--- src/rtl/rr_arbiter8.sv ---
// Eight-way round-robin arbiter with one-hot + binary grant outputs and a
// programmable hold limit that reclaims the resource from a lingering owner.
module rr_arbiter8 #(
  parameter int unsigned MAX_HOLD = 16
) (
  input  logic       clk,
  input  logic       rst,
  input  logic [7:0] req,
  input  logic       rel,
  output logic [7:0] grant,
  output logic [2:0] grant_id,
  output logic       grant_valid,
  output logic       timeout
);

  localparam logic [0:0] IDLE  = 1'b0;
  localparam logic [0:0] GRANT = 1'b1;
  localparam logic [7:0] HOLD_LIMIT = 8'(MAX_HOLD);

  logic [0:0] state_reg, state_next;
  logic [2:0] ptr_reg, ptr_next;
  logic [7:0] hold_reg, hold_next;
  logic [7:0] grant_reg, grant_next;
  logic [2:0] grant_id_reg, grant_id_next;
  logic       timeout_reg, timeout_next;

  logic [7:0] rot;
  logic [2:0] offset;
  logic [2:0] winner;

  // rot[k] is the request of the requester k places after ptr, so the lowest
  // set bit of rot is the next winner in round-robin order.
  generate
    for (genvar gi = 0; gi < 8; gi++) begin : g_rot
      assign rot[gi] = req[ptr_reg + 3'(gi)];
    end
  endgenerate

  always_comb begin
    offset = 3'd0;
    for (int i = 7; i >= 0; i--) begin
      if (rot[i]) offset = 3'(i);
    end
    winner = ptr_reg + offset;
  end

  always_comb begin
    state_next    = state_reg;
    ptr_next      = ptr_reg;
    hold_next     = hold_reg;
    grant_next    = grant_reg;
    grant_id_next = grant_id_reg;
    timeout_next  = 1'b0;
    case (state_reg)
      IDLE: begin
        if (|req) begin
          state_next    = GRANT;
          grant_next    = 8'b1 << winner;
          grant_id_next = winner;
          hold_next     = 8'd1;
          ptr_next      = winner + 3'd1;
        end
      end
      default: begin
        if (rel || !req[grant_id_reg]) begin
          state_next = IDLE;
          grant_next = 8'h00;
        end else if ((HOLD_LIMIT != 8'd0) && (hold_reg == HOLD_LIMIT)) begin
          state_next   = IDLE;
          grant_next   = 8'h00;
          timeout_next = 1'b1;
        end else if (hold_reg != 8'hFF) begin
          hold_next = hold_reg + 8'd1;
        end
      end
    endcase
  end

  always_ff @(posedge clk) begin
    if (rst) begin
      state_reg    <= IDLE;
      ptr_reg      <= 3'd0;
      hold_reg     <= 8'd0;
      grant_reg    <= 8'h00;
      grant_id_reg <= 3'd0;
      timeout_reg  <= 1'b0;
    end else begin
      state_reg    <= state_next;
      ptr_reg      <= ptr_next;
      hold_reg     <= hold_next;
      grant_reg    <= grant_next;
      grant_id_reg <= grant_id_next;
      timeout_reg  <= timeout_next;
    end
  end

  assign grant       = grant_reg;
  assign grant_id    = grant_id_reg;
  assign grant_valid = (state_reg == GRANT);
  assign timeout     = timeout_reg;

endmodule

--- config.mk ---
export PLATFORM = sky130hd
export DESIGN_NAME = rr_arbiter8
export DESIGN_NICKNAME = d
export VERILOG_FILES = /design/src/rtl/rr_arbiter8.sv
export SDC_FILE = /design/constraint.sdc
export NUM_CORES = 1
export LEC_CHECK = 0
export BUFFER_PORTS_ARGS = -buffer_cell sky130_fd_sc_hd__buf_2
export CAP_MARGIN = 15
export CORE_ASPECT_RATIO = 1.1
export CORE_UTILIZATION = 50
export DETAILED_ROUTE_END_ITERATION = 10
export GPL_TIMING_DRIVEN = 1
export PLACE_DENSITY = 0.7
export SYNTH_ARGS = -nofsm -noshare
export SYNTH_HDL_FRONTEND = slang
export SYNTH_SLANG_ARGS = --single-unit
--- constraint.sdc ---
create_clock -name clk -period 4.2 [get_ports clk]
set_input_delay 0 -clock clk [delete_from_list [all_inputs] [get_ports clk]]
set_output_delay 0 -clock clk [all_outputs]
set_load 0.02 [all_outputs]
==> reports/qor.log <==
[status] result of the run complete, no violations
[die] overall die area 4194 sq um
[synth] number of flip-flops and latches in the synthesized netlist 24
[min_path] class of the most critical hold timing path input port to flip-flop
[sta] tightest hold margin 87.98 ps
[detailed_routing] number of nets with antenna violations after routing 0
[clocking] Gates resized, CTS repair 0
[clocking] clock root buffer sky130_fd_sc_hd__clkbuf_8
[grt] vias in the first global route 1521
[synth] post-synthesis share of cell area spent on and, or, nand and nor gates 22.17%
[grt] global route overflow 0
[placed_design] pre-CTS setup slack 434.8 ps
[critical_path] slowest cell delay on critical path 630 ps
[critical_path] crit start category flip-flop
[synth] adder-cell share of the synthesized area 7.370%
[critical_path] worst-path cell chain buf_4 -> ha_1 -> xor2_1 -> mux4_1 -> a211o_1 -> a22oi_1 -> ha_1 -> inv_1 -> fa_1 -> xnor2_1 -> nand3_2 -> nand2_1 -> ha_1 -> a21oi_1 -> nor2_1
[synth] share of synthesized flip-flops with an asynchronous set or reset 0%
[pwr] Leakage 0.9216 nW
[critical_path] worst-path fanout max 12
[clocking] insertion delay of the later-clocked pin in the worst-skew pair 270 ps
[grt] Total Routing Usage GR 22.27%
[critical_path] Setup CP Type flip-flop to flip-flop
[final_layout] filler instances 330
[final_layout] area growth from synthesis to final layout 11.69%
[synth] Synth cell types 55
[clocking] H-tree depth reported by CTS 1
[pwr] Final Power 1.398 mW
[grt] wire length of the first global-routing pass 6.982 mm
[synth] count leader, synth sky130_fd_sc_hd__dfxtp_1
[synth] share of the yosys chip area belonging to registers 24.40%
[die] Initial Util 53.05%
[grt] maximum number of pins on one net before global-route repair 19
[synth] top cells by count, synth sky130_fd_sc_hd__dfxtp_1 (24), sky130_fd_sc_hd__nor2_1 (18), sky130_fd_sc_hd__nand2_1 (16), sky130_fd_sc_hd__nand3_1 (15), sky130_fd_sc_hd__a21oi_1 (12)
[final_layout] number of antenna cells inserted 0
[critical_path] WP data arrival 3940 ps
[synth] gate count after technology mapping 207
[detailed_routing] routed via count divided by cell count 6.018
[synth] Synth Area per Inst 9.514 sq um
[pwr] power per unit of standard cell area 635.4 nW/um^2
[sta] achievable frequency 264.2 MHz
[pwr] Max IR drop VDD 0.2894 mV
[synth] most used flip-flop cell after synthesis sky130_fd_sc_hd__dfxtp_1
[detailed_routing] Pre-Repair DR Iteration Count 4
[synth] share of the synthesized area in the top cell type 24.40%
[sta] final slew viol count 0
[sta] Fin. Hold Viols 0
[clocking] buffer depth of the longest clock path 2
[final_layout] post-layout util 59.25%
[detailed_routing] total wire length 4.032 mm
[sta] worst-case clock skew 8.342 ps
[synth] area of the mapped netlist 1969 sq um
[sta] shortest period the worst path allows 3785 ps
[die] horizontal die dimension 61.84 um
[die] number of rows created at floorplan 23
[final_layout] fraction of final layout cells sized beyond drive strength 1 22.94%
[clocking] clock tree from TritonCTS yes
[detailed_routing] number of vias in the routed layout 1691
[grt] antenna violations before repair 0
[critical_path] Crit. End Element flip-flop
[synth] share of cell area taken by muxes after synthesis 21.16%
[die] area of the core 3712 sq um
[sta] setup repair after global routing missed its margin false
[critical_path] Critical-path top delay cell sky130_fd_sc_hd__mux4_1
[clocking] CTS sink cnt 24
[flow_run] max-capacitance violation count 0
[clocking] number of clock buffers inserted by TritonCTS 3
[detailed_routing] DRC 0
[synth] count of warnings emitted by yosys 0
[detailed_routing] count of routing violations after the opening detailed-route iteration 92
[sta] Total Neg Setup Slack 0 ps
[placed_design] estimated wirelength of the detail-placed design 3.139 mm
[sta] share of the cycle needed by the critical path after routing 90.11%
[synth] number of synthesized flops with an enable pin 0
[sta] setup violators final 0
[sta] worst slew slack as a fraction of its limit 60.14%
[synth] most area-hungry cell type in the Yosys netlist sky130_fd_sc_hd__dfxtp_1
[critical_path] library cell appearing most often on the critical path sky130_fd_sc_hd__ha_1
[synth] combinational family with the most area after synthesis simple AND/OR/NAND/NOR gates
[sta] slew at the pin closest to its max-slew limit 597.9 ps
[synth] complex-gate fraction of the synthesized area 18.36%
[detailed_routing] post-DR wirelength/cell 14.35 um
[sta] min setup slack post-route 415.3 ps
[placed_design] count of port buffers added during placement 23
[clocking] clock-pin transition on the worst setup and hold timing paths 90 ps
[critical_path] data required time of the critical path 4350 ps
[final_layout] number of nets at the end of the flow 254
[synth] post-synthesis share of cell area spent on xor and xnor gates 2.224%
[placed_design] weighted congestion reported at the end of routability-driven placement 0.8269
[die] Boundary Pins 24
[synth] number of nets in the synthesized netlist 229
[synth] largest cells by area after synthesis sky130_fd_sc_hd__dfxtp_1 (24%), sky130_fd_sc_hd__mux4_1 (11%), sky130_fd_sc_hd__ha_1 (6.4%)
[die] overall die height 67.83 um
==> layout make-up <==
type / count / area (sq um) / area share [%]
inverter: 9 / 33.78 / 1.536
timing repair buffer: 27 / 147.6 / 6.712
tap: 50 / 62.56 / 2.844
sequential: 24 / 480.5 / 21.84
multi-input combinational: 167 / 1404 / 63.82
clock buffer: 3 / 41.29 / 1.877
clock inverter: 1 / 30.03 / 1.365
==> where the power goes <==
part	leakage, nW	internal [mW]	switching (mW)
Clock	0.0357	0.128	0.0758
Combinational	0.690	0.406	0.480
Sequential	0.196	0.270	0.0380
Total	0.922	0.804	0.594
==> stage by stage <==
| step | cells | cell area [sq um] |
|---|---|---|
| floorplan | 207 | 1969 |
| global placement | 276 | 2118 |
| detailed placement | 276 | 2118 |
| CTS | 281 | 2200 |
| global route | 281 | 2200 |
| finish | 281 | 2200 |
==> repair_timing <==
| item | CTS | global route |
|---|---|---|
| hold endpoints to repair | 1 | 0 |
| buffers inserted | 0 | 0 |
| hold buffers | 1 | 0 |
==> cell families after synthesis <==
kind of cell	after synthesis
DFF	24
xor gates and xnor gates	5
and+or+nand+nor	83
AOI/OAI and AO/OA	46
adders and majority gates	11
buffers and inverters	16
muxes	22
==> worst max-delay path: cells and delay by family (launching register included) <==
family                   cells  cell delay (ps)
AO/OA/AOI/OAI                3              580
AND/OR/NAND/NOR              3              290
XOR/XNOR                     2              550
buffers and inverters        2              260
flip-flops                   1              330
adder cells (fa/ha/maj)      4             1030
multiplexers                 1              630
==> routing by layer <==
metal	track usage, %	vias to the layer above	routed length (um)
li1	-	842	-
met1	27.46	822	1747
met2	40.05	23	2150
met3	2.836	4	90
met4	6.389	0	44
met5	0	-	0
==> worst paths after layout <==
| kind | from | to | slack, ps | cells after the start |
|---|---|---|---|---|
| max | ptr_reg[0] | ptr_reg[2] | 420 | 15 |
| min | rst | grant[7] | 90 | 2 |
| max reg2reg | ptr_reg[0] | ptr_reg[2] | 420 | 15 |
| min reg2reg | grant[1] | grant[1] | 470 | 2 |
==> layout by cell type, fill, tap and decap left out, drive strengths merged, types with 3 or more instances in the layout <==
cell	n
clkbuf	3
nor2	18
and2b	5
xnor2	3
and3	7
nand4	3
buf	26
nand2	16
ha	10
mux2	3
mux2i	6
mux4	13
a211oi	4
a21oi	12
nor3	5
inv	9
o21ai	10
nand3	16
a31o	3
dfxtp	24
Note: power is estimated with default switching activity, not from simulation.
